### src/rtl/mem_arbiter_pkg.sv
// Shared types for the two-master Avalon-MM memory arbiter: FSM states, grant owner
// and the full-word byte-lane mask used for instruction fetches.
package mem_arbiter_pkg;

    typedef enum logic [1:0] {
        IDLE = 2'd0,
        WAIT = 2'd1,
        ACK  = 2'd2
    } arb_state_t;

    typedef enum logic {
        GNT_M0 = 1'b0,
        GNT_M1 = 1'b1
    } arb_grant_t;

    localparam logic [3:0] BE_WORD = 4'b1111;

endpackage

### src/rtl/rr_arbiter_2.sv
// Combinational two-way round-robin picker: on a tie the master that did not win
// last time is chosen.
module rr_arbiter_2
    import mem_arbiter_pkg::*;
(
    input  logic       req0,
    input  logic       req1,
    input  arb_grant_t last_grant,
    output arb_grant_t grant,
    output logic       valid
);

    // Pick a winner from the current request pair
    always_comb begin
        grant = GNT_M0;
        valid = 1'b0;
        case ({req0, req1})
            2'b10: begin
                grant = GNT_M0;
                valid = 1'b1;
            end
            2'b01: begin
                grant = GNT_M1;
                valid = 1'b1;
            end
            2'b11: begin
                grant = (last_grant == GNT_M0) ? GNT_M1 : GNT_M0;
                valid = 1'b1;
            end
            default: begin
                grant = GNT_M0;
                valid = 1'b0;
            end
        endcase
    end

endmodule

### src/rtl/avalon_mem_arbiter.sv
// Shares one Avalon-MM RAM slave between the instruction (M0) and data (M1) masters,
// registering the winning request and sequencing waitrequest with a fixed latency.
module avalon_mem_arbiter
    import mem_arbiter_pkg::*;
#(
    parameter int WAIT_CYCLES = 2
)
(
    input  logic        clk,
    input  logic        reset,
    input  logic [31:0] m0_address,
    input  logic        m0_read,
    output logic        m0_waitrequest,
    output logic [31:0] m0_readdata,
    input  logic [31:0] m1_address,
    input  logic        m1_read,
    input  logic        m1_write,
    input  logic [31:0] m1_writedata,
    input  logic [3:0]  m1_byteenable,
    output logic        m1_waitrequest,
    output logic [31:0] m1_readdata,
    output logic [31:0] s_address,
    output logic        s_read,
    output logic        s_write,
    output logic [31:0] s_writedata,
    output logic [3:0]  s_byteenable,
    output logic        s_waitrequest,
    input  logic [31:0] s_readdata
);

    localparam int CNT_W = ($clog2(WAIT_CYCLES + 1) > 1) ? $clog2(WAIT_CYCLES + 1) : 1;
    localparam logic [CNT_W-1:0] CNT_ZERO = CNT_W'(0);
    localparam logic [CNT_W-1:0] CNT_ONE  = CNT_W'(1);
    localparam logic [CNT_W-1:0] CNT_INIT = (WAIT_CYCLES > 0) ? CNT_W'(WAIT_CYCLES - 1) : CNT_W'(0);

    arb_state_t        state_r;
    arb_grant_t        grant_r;
    arb_grant_t        last_grant_r;
    logic [CNT_W-1:0]  cnt_r;
    logic [31:0]       s_address_r;
    logic              s_read_r;
    logic              s_write_r;
    logic [31:0]       s_writedata_r;
    logic [3:0]        s_byteenable_r;
    logic              s_waitrequest_r;
    logic              m0_waitrequest_r;
    logic              m1_waitrequest_r;
    arb_grant_t        pick_grant_s;
    logic              pick_valid_s;
    logic              req1_s;

    assign req1_s = m1_read | m1_write;

    rr_arbiter_2 u_rr (
        .req0       (m0_read),
        .req1       (req1_s),
        .last_grant (last_grant_r),
        .grant      (pick_grant_s),
        .valid      (pick_valid_s)
    );

    // Transaction sequencer: grant, count down the wait window, one-cycle ACK, back to IDLE
    always_ff @(posedge clk or posedge reset) begin
        if (reset) begin
            state_r          <= IDLE;
            grant_r          <= GNT_M0;
            last_grant_r     <= GNT_M1;
            cnt_r            <= CNT_ZERO;
            s_address_r      <= 32'h0000_0000;
            s_read_r         <= 1'b0;
            s_write_r        <= 1'b0;
            s_writedata_r    <= 32'h0000_0000;
            s_byteenable_r   <= 4'b0000;
            s_waitrequest_r  <= 1'b1;
            m0_waitrequest_r <= 1'b1;
            m1_waitrequest_r <= 1'b1;
        end else begin
            case (state_r)
                IDLE: begin
                    if (pick_valid_s) begin
                        grant_r <= pick_grant_s;
                        cnt_r   <= CNT_INIT;
                        if (pick_grant_s == GNT_M0) begin
                            s_address_r    <= m0_address;
                            s_read_r       <= 1'b1;
                            s_write_r      <= 1'b0;
                            s_writedata_r  <= 32'h0000_0000;
                            s_byteenable_r <= BE_WORD;
                        end else begin
                            // A simultaneous read+write from M1 is carried out as a write
                            s_address_r    <= m1_address;
                            s_read_r       <= m1_read & ~m1_write;
                            s_write_r      <= m1_write;
                            s_writedata_r  <= m1_writedata;
                            s_byteenable_r <= m1_byteenable;
                        end
                        if (WAIT_CYCLES == 0) begin
                            state_r         <= ACK;
                            s_waitrequest_r <= 1'b0;
                            if (pick_grant_s == GNT_M0) begin
                                m0_waitrequest_r <= 1'b0;
                            end else begin
                                m1_waitrequest_r <= 1'b0;
                            end
                        end else begin
                            state_r <= WAIT;
                        end
                    end
                end
                WAIT: begin
                    if (cnt_r == CNT_ZERO) begin
                        state_r         <= ACK;
                        s_waitrequest_r <= 1'b0;
                        if (grant_r == GNT_M0) begin
                            m0_waitrequest_r <= 1'b0;
                        end else begin
                            m1_waitrequest_r <= 1'b0;
                        end
                    end else begin
                        cnt_r <= cnt_r - CNT_ONE;
                    end
                end
                ACK: begin
                    state_r          <= IDLE;
                    s_read_r         <= 1'b0;
                    s_write_r        <= 1'b0;
                    s_waitrequest_r  <= 1'b1;
                    m0_waitrequest_r <= 1'b1;
                    m1_waitrequest_r <= 1'b1;
                    last_grant_r     <= grant_r;
                end
                default: begin
                    state_r          <= IDLE;
                    s_read_r         <= 1'b0;
                    s_write_r        <= 1'b0;
                    s_waitrequest_r  <= 1'b1;
                    m0_waitrequest_r <= 1'b1;
                    m1_waitrequest_r <= 1'b1;
                end
            endcase
        end
    end

    assign s_address      = s_address_r;
    assign s_read         = s_read_r;
    assign s_write        = s_write_r;
    assign s_writedata    = s_writedata_r;
    assign s_byteenable   = s_byteenable_r;
    assign s_waitrequest  = s_waitrequest_r;
    assign m0_waitrequest = m0_waitrequest_r;
    assign m1_waitrequest = m1_waitrequest_r;

    // Read data is steered combinationally so it tracks the RAM during the ACK cycle
    assign m0_readdata = (state_r == ACK && grant_r == GNT_M0) ? s_readdata : 32'h0000_0000;
    assign m1_readdata = (state_r == ACK && grant_r == GNT_M1) ? s_readdata : 32'h0000_0000;

endmodule

### config.mk
export PLATFORM = sky130hd
export DESIGN_NAME = avalon_mem_arbiter
export DESIGN_NICKNAME = d
export VERILOG_FILES = /design/src/rtl/mem_arbiter_pkg.sv /design/src/rtl/rr_arbiter_2.sv /design/src/rtl/avalon_mem_arbiter.sv
export SDC_FILE = /design/constraint.sdc
export NUM_CORES = 1
export LEC_CHECK = 0
export CORE_MARGIN = 4
export CORE_UTILIZATION = 39
export CTS_CLUSTER_DIAMETER = 30
export DETAILED_ROUTE_END_ITERATION = 8
export PLACE_DENSITY_LB_ADDON = 0.12
export SKIP_LAST_GASP = 1
export SYNTH_ARGS = -nofsm -noshare
export SYNTH_HDL_FRONTEND = slang
export SYNTH_SLANG_ARGS = --single-unit
### constraint.sdc
create_clock -name clk -period 8 [get_ports clk]
set_clock_uncertainty 0.1 [all_clocks]
set_input_delay 2 -clock clk [delete_from_list [all_inputs] [get_ports clk]]
set_output_delay 2 -clock clk [all_outputs]
set_load 0.005 [all_outputs]
# == Word level (Yosys, flattened, before mapping) ==
# Cells that the tools add are included.
# op_classes
addsub,1
n_eq_ne,10
mux,27
bitwise_logic,6
n_reduce_logical,13
# ops
op,count
32-bit 2-to-1 mux,4
1-bit case mux with 2 select lines,6
1-bit 2-to-1 mux,11
2-bit inequality test (second input constant),5
3-bit AND reduction,3
2-bit case mux with 2 select lines,2
2-bit AND reduction,4
2-bit == test (second input constant),3
2-bit 2-to-1 mux,3
2-bit by 1-bit == test with 1-bit output (second input constant),2
2-bit logical NOT,2
4-bit 2-to-1 mux,1
1-bit NOT,4
3-bit OR reduction,1
1-bit logical AND,2
2-bit nonzero test,1
2-bit by 1-bit subtractor with 2-bit output (second input constant),1
1-bit bitwise AND,1
1-bit OR,1
# totals
regBits,79
out_inout_bits,137
wordCells,69

# == Logic depth before layout (Yosys ltp) ==
# Gate-level depths: netlist (run 1).
# depth
word_depth,6
ltp_mapped,5
mapped_depth_nobuf,5

# == Hierarchy ==
# Synthesis (run 1) repeated with hierarchy kept, for this count alone.
# hier_totals
hier_cells,418
hier_area_um2,3848.7
# modules_own_cells
module,n_inst,cells_per_inst,area_per_inst_um2
avalon_mem_arbiter,1,416,3834.9
rr_arbiter_2,1,2,13.8

# == Worst setup path before layout (run 1) ==
# OpenSTA, ideal clock, no wires.
# synth_timing
path_kind,in2out
start,input s_readdata[0]
end,output m0_readdata[0]
t_arrival_ns,2.125
t_required_ns,5.900
path_slack_ns,3.775
path_stages,1
path_cell_list,and2_1
# synth_via
elab_chain_cells,1
# synth_rtl
element,line,rtl
start: declaration,avalon_mem_arbiter.sv:28,input logic [31:0] s_readdata
32-bit 2-to-1 mux,avalon_mem_arbiter.sv:154,assign m0_readdata = (state_r == ACK && grant_r == GNT_M0) ? s_readdata : 32'h0000_0000;
end: declaration,avalon_mem_arbiter.sv:14,"output logic [31:0] m0_readdata,"
# No other way between the ends.

# == Final worst setup path (run 1) ==
# layout_timing
start,input s_readdata[18]
end,output m1_readdata[18]
# layout_via
elab_chain_cells,1
# layout_rtl
element,line,rtl
32-bit 2-to-1 mux,avalon_mem_arbiter.sv:155,assign m1_readdata = (state_r == ACK && grant_r == GNT_M1) ? s_readdata : 32'h0000_0000;
end: declaration,avalon_mem_arbiter.sv:21,"output logic [31:0] m1_readdata,"
# No other way between the ends.

==> flow_metrics.tcl, run 1 <==
set metrics [dict create \
    overflow 0 \
    syn_inst 367 \
    p_leak_uw 0.00297 \
    ys.warnings.count 0 \
    slew-limit-headroom_pct 32.4 \
    diodes 0 \
    synthToLayoutAreaGrowth_pct 74.7 \
    worstSkewPairLatency_ps 340 \
    grt_pass1_wl_mm 18.1 \
    ant_nets 0 \
    pwr-share-seq_pct 34.6 \
    fillers 782 \
    drtPass1Iterations 4 \
    post-cts-setup-buffers 0 \
    ys_seq_elements 79 \
    vias 3531 \
    drtIter0Drc 142 \
    nets 771 \
    route.detailed.drc 0 \
    reg2regPathDepth 3 \
    hpwl_mm 9.59 \
    synth_nets 505 \
    worstReg2RegStart "state_r[1]$_DFFE_PP0P_" \
    core_mm2 0.0102 \
    required_ps 5900 \
    rows 37 \
    finalMaxSlewViolations 0 \
    final_common_cell "clkdlybuf4s50_1" \
    r2r-end "s_address[30]$_DFFE_PP0P_" \
    finalInstanceArea_mm2 0.00711 \
    fin_crit_ps 5230 \
    critPathCaptureType "output pin" \
    drive_gt1_share_pct 15.0 \
    cap_violations 0 \
    gp_congestion 0.718 \
    tightestPinTransition_ps 1010 \
    synth.area.top_cells "dfrtp_1 (46%), mux2_2 (19%), and2_1 (9.8%)" \
    finalHoldViolations 0 \
    cp_max_fo 2 \
    cts_buffer_depth 2 \
    hold_depth 2 \
    cp_data_arrival_time_ps 3130 \
    ys_types 28 \
    timing.final.crit_share_pct 65.3 \
    first_global_vias 3571 \
    die_h_um 110 \
    combinationalPowerShare_pct 50.2 \
    cts_buffers 9 \
    p_int_uw 1400 \
    grt.total_usage_pct 19.3 \
    switching_share_pct 30.9 \
    place_area_mm2 0.00691 \
    p_clk_share_pct 15.2 \
    tns_ps 0 \
    antenna_found_initial 0 \
    wl_per_cell_um 16.3 \
    die_w_um 110 \
    viasPerCell 4.56 \
    fin_total_pwr_uw 2030 \
    path_class "in2out" \
    multi_input_area_mm2 0.00186 \
    rsz0062_at_grt "no" \
    power.density_mw_per_mm2 285 \
    cts.sinks 79 \
    cts_hold_buf 0 \
    seqCellArea_mm2 0.00198 \
    syn_area_mm2 0.00407 \
    ir_drop_v 0.000153 \
    place_ws_ps 2760 \
    cts_resized 0 \
    synth-seq-area-share_pct 48.7 \
    outcome "finished clean" \
    h-tree-depth 3 \
    buffer_ports.inserted 273 \
    syn_avg_cell_area_um2 11.1 \
    cts-root-buf "clkbuf_8" \
    grt_max_degree 80 \
    wirelength_mm 12.6 \
    synth_top_cell_area_share_pct 46.1 \
    hp-class "reg2reg" \
    min_to "m0_waitrequest$_DFFE_PP1P_" \
    r2r_slack_ps 5820 \
    die_area_mm2 0.0121 \
    min-delay-start "m0_waitrequest$_DFFE_PP1P_" \
    finalSetupViolCount 0 \
    cp-start-kind "input pin" \
    timing.fmax_ghz 0.191 \
    cts_tree "done" \
    setup_slack_ps 2770 \
    final_cell_mix "clkdlybuf4s50_1 (273), dfrtp_1 (75), mux2_2 (69)" \
    p_switching_uw 628 \
    io_pins 274 \
    initial_core_util_pct 39.8 \
    post-synth-top-area-cell "dfrtp_1" \
    path_clk_slew_ps 70 \
]
[layer usage]
layer  global-route usage (%)  part of all wire [%]  vias to the layer above  routed length, um
met1                     22.7                    39                     1654               4860
met3                     7.05                   9.4                       17               1180
met5                        0                     0                        -                  0
met4                     6.16                   1.9                        0                240
li1                         -                     -                     1719                  -
met2                     33.0                    50                      141               6310
[flip-flops by register name, indices dropped and copies added (netlist names)]
name            count
m0_waitrequest      1
s_address          32
s_writedata        32
s_write             1
s_waitrequest       1
s_byteenable        4
cnt_r               2
state_r             2
last_grant_r        1
m1_waitrequest      1
grant_r             1
s_read              1
[cells by family (layout without fill, tap and decap cells)]
logic type / count (synthesis) / in the layout / synth area share [%]
and+or+nand+nor: 115 / 115 / 15.7
muxes: 101 / 101 / 27.0
DFF: 79 / 79 / 48.7
buffers and inverters: 58 / 329 / 6.15
AOI/OAI and AO/OA: 13 / 13 / 2.21
adders and majority gates: 1 / 1 / 0.307
[per-stage QoR]
| stage | hold WS, ps | cells | utilization (%) |
|---|---|---|---|
| after global placement | 375 | 758 | 67.5 |
| after floorplan | 371 | 367 | - |
| after detailed placement | 394 | 758 | 67.5 |
| after global routing | 421 | 774 | 69.5 |
| after CTS | 412 | 774 | 69.5 |
| final | 403 | 774 | 69.5 |
[power groups by stage]
stage	logic [uW]	clock network [uW]	registers, uW
global route	1110	338	733
global placement	1020	0	702
CTS	1040	319	707
floorplan	468	0	709
finish	1020	308	703
detailed placement	1040	0	712
[worst max-delay path: stages]
cell and delay (ps):
clkdlybuf4s50_1 480, and2_1 130, clkdlybuf4s50_1 520
[layout make-up]
class,count,share of cell area [%]
Timing Repair Buffer,277,38.8
Sequential cell,79,27.9
Multi-Input combinational cell,230,26.1
Tap cell,136,2.39
Clock buffer,11,1.99
Inverter,36,1.92
Clock inverter,5,0.897
[worst max-delay path by stage]
stage | startpoint | to | cells after the start
2_1_floorplan | s_readdata[0] | m0_readdata[0] | 1
3_3_place_gp | s_readdata[11] | m0_readdata[11] | 3
3_5_place_dp | s_readdata[18] | m1_readdata[18] | 3
4_1_cts | s_readdata[18] | m1_readdata[18] | 3
5_1_grt | s_readdata[16] | m0_readdata[16] | 3
6_report | s_readdata[18] | m1_readdata[18] | 3
[Yosys cell counts]
master,count
a211oi_1,1
a21o_1,3
a21oi_1,2
a2bb2oi_2,1
and2_1,64
and3_1,1
and3b_1,1
buf_2,11
buf_4,3
buf_6,1
clkbuf_1,7
dfrtp_1,75
dfstp_2,4
ha_1,1
inv_1,36
mux2_2,69
mux2i_1,32
nand2_1,34
nand2b_1,6
nand3_1,2
nor2_1,2
nor3_2,2
nor3b_1,1
nor4_1,1
o21a_1,1
o21ai_0,4
o21bai_1,1
or4_1,1
Note: power is estimated with default switching activity, not from simulation.
==> inputs of run 2 (changes only) <==
--- a/config.mk
+++ b/config.mk
@@ -6,7 +6,7 @@
 export NUM_CORES = 1
 export LEC_CHECK = 0
 export CORE_MARGIN = 4
-export CORE_UTILIZATION = 39
+export CORE_UTILIZATION = 33
 export CTS_CLUSTER_DIAMETER = 30
 export DETAILED_ROUTE_END_ITERATION = 8
 export PLACE_DENSITY_LB_ADDON = 0.12
==> constraint.sdc (replaced) <==
create_clock -name clk -period 4.45 [get_ports clk]
set_clock_uncertainty 0.1 [all_clocks]
set_input_delay 1.1125 -clock clk [delete_from_list [all_inputs] [get_ports clk]]
set_output_delay 1.1125 -clock clk [all_outputs]
set_load 0.005 [all_outputs]
==> flow_metrics.tcl, run 2 (synthesized netlist as in run 1, its figures left out) <==
set metrics [dict create \
    finalHoldViolations 0 \
    cp-start-kind "flip-flop" \
    antenna_found_initial 0 \
    finalMaxSlewViolations 0 \
    rsz0062_at_grt "no" \
    fin_crit_ps 3790 \
    switching_share_pct 30.3 \
    cp_max_fo 19 \
    p_leak_uw 0.00302 \
    core_mm2 0.0121 \
    tns_ps 0 \
    timing.fmax_ghz 0.264 \
    critPathCaptureType "output pin" \
    cts-root-buf "clkbuf_16" \
    die_area_mm2 0.0142 \
    worstSkewPairLatency_ps 330 \
    r2r_slack_ps 2290 \
    gp_congestion 0.781 \
    post-route-util_pct 60.1 \
    grt_max_degree 47 \
    grt_pass1_wl_mm 20.2 \
    final_cell_mix "clkdlybuf4s50_1 (273), dfrtp_1 (75), mux2_2 (69)" \
    min_to "m0_waitrequest$_DFFE_PP1P_" \
    final_common_cell "clkdlybuf4s50_1" \
    diodes 0 \
    rows 40 \
    required_ps 3240 \
    first_global_vias 3785 \
    hpwl_mm 10.1 \
    drtPass1Iterations 4 \
    wirelength_mm 12.9 \
    hold_depth 2 \
    p_int_uw 2640 \
    viasPerCell 4.44 \
    power.density_mw_per_mm2 522 \
    cts_resized 0 \
    cap_violations 0 \
    die_w_um 119 \
    reg2regPathDepth 4 \
    timing.final.crit_share_pct 85.2 \
    route.detailed.drc 0 \
    ir_drop_v 0.000274 \
    layout.cells.non_filler 810 \
    pwr-share-seq_pct 33.5 \
    slew-limit-headroom_pct 41.0 \
    cts_buffers 9 \
    min-delay-start "m0_waitrequest$_DFFE_PP1P_" \
    path_class "reg2out" \
    cts_hold_buf 0 \
    initial_core_util_pct 33.8 \
    cts_tree "done" \
    cts.sinks 79 \
    io_pins 274 \
    place_inst 794 \
    nets 775 \
    finalSetupViolCount 0 \
    vias 3595 \
    worst_hold_slack_ps 389 \
    grt.total_usage_pct 17.9 \
    h-tree-depth 3 \
    cts_buffer_depth 2 \
    hp-class "reg2reg" \
    path_clk_slew_ps 50 \
    wl_per_cell_um 15.9 \
    drtIter0Drc 97 \
    synthToLayoutAreaGrowth_pct 78.2 \
    combinationalPowerShare_pct 48.5 \
    p_switching_uw 1150 \
    cp_data_arrival_time_ps 2580 \
    post-cts-setup-buffers 0 \
    worstReg2RegStart "last_grant_r$_DFFE_PP1N_" \
    r2r-end "s_address[13]$_DFFE_PP0P_" \
    ant_nets 0 \
    p_clk_share_pct 18.0 \
    tightestPinTransition_ps 885 \
    buffer_ports.inserted 273 \
    overflow 0 \
    outcome "finished clean" \
    drive_gt1_share_pct 15.6 \
    die_h_um 119 \
]
==> run 2: cell types whose count changed in the layout (fill, tap and decap cells not counted), sizes merged <==
cell / change
buf: +4
bufinv: -1
clkinvlp: +1
inv: -2
clkinv: +2
==> run 2: worst max-delay path by stage <==
stage,cells after the start,start,slack (ps),endpoint
final,5,state_r[1]$_DFFE_PP0P_,660,m0_readdata[0]
after global routing,5,state_r[1]$_DFFE_PP0P_,370,m0_readdata[0]
after CTS,5,state_r[1]$_DFFE_PP0P_,570,m0_readdata[0]
after detailed placement,5,m1_write,880,s_address[13]$_DFFE_PP0P_
after global placement,5,m1_write,960,s_address[13]$_DFFE_PP0P_
after floorplan,1,reset,1220,cnt_r[0]$_DFFE_PP0P_
==> run 2: worst max-delay path, stage by stage, from the launching register on <==
cell	delay, ps
dfrtp_1	590
nand2b_1	130
nor2_1	520
buf_4	320
and2_1	140
clkdlybuf4s50_1	540
==> run 2: stage by stage <==
stage | total power, uW | setup slack [ps] | instance area, um2
after global placement | 3100 | 959 | 6980
after global routing | 4050 | 368 | 7250
after floorplan | 2120 | 1220 | 4070
after CTS | 3860 | 571 | 7250
final | 3790 | 660 | 7250
after detailed placement | 3150 | 875 | 6980
==> run 2: area by class of cell <==
cell class | count | area, um2
tap | 168 | 210
fill | 1018 | 4810
inverter | 36 | 136
timing repair buffer | 281 | 2790
sequential | 79 | 1980
multi-input combinational | 230 | 1860
clock inverter | 5 | 33.8
clock buffer | 11 | 243
==> run 2: routing by layer <==
metal	global-route usage (%)	vias to the layer above	share of wire, %
li1	-	1736	-
met1	20.1	1699	39
met2	31.4	145	50
met3	6.89	15	8.9
met4	5.36	0	1.3
met5	0	-	0
==> run 2: power groups by stage <==
stage	Clock (uW)	Combinational [uW]	Sequential, uW
final	682	1840	1270
after global routing	734	2000	1320
after CTS	704	1880	1280
after detailed placement	0	1870	1280
after global placement	0	1830	1270
after floorplan	0	842	1280
==> inputs of run 3 (changes only) <==
--- a/config.mk
+++ b/config.mk
@@ -8,6 +8,7 @@
 export CORE_MARGIN = 4
 export CORE_UTILIZATION = 33
 export CTS_CLUSTER_DIAMETER = 30
+export CTS_CLUSTER_SIZE = 24
 export DETAILED_ROUTE_END_ITERATION = 8
 export PLACE_DENSITY_LB_ADDON = 0.12
 export SKIP_LAST_GASP = 1
==> results of run 3 <==
No change in the layout: final DEF, timing and power equal those of run 2.
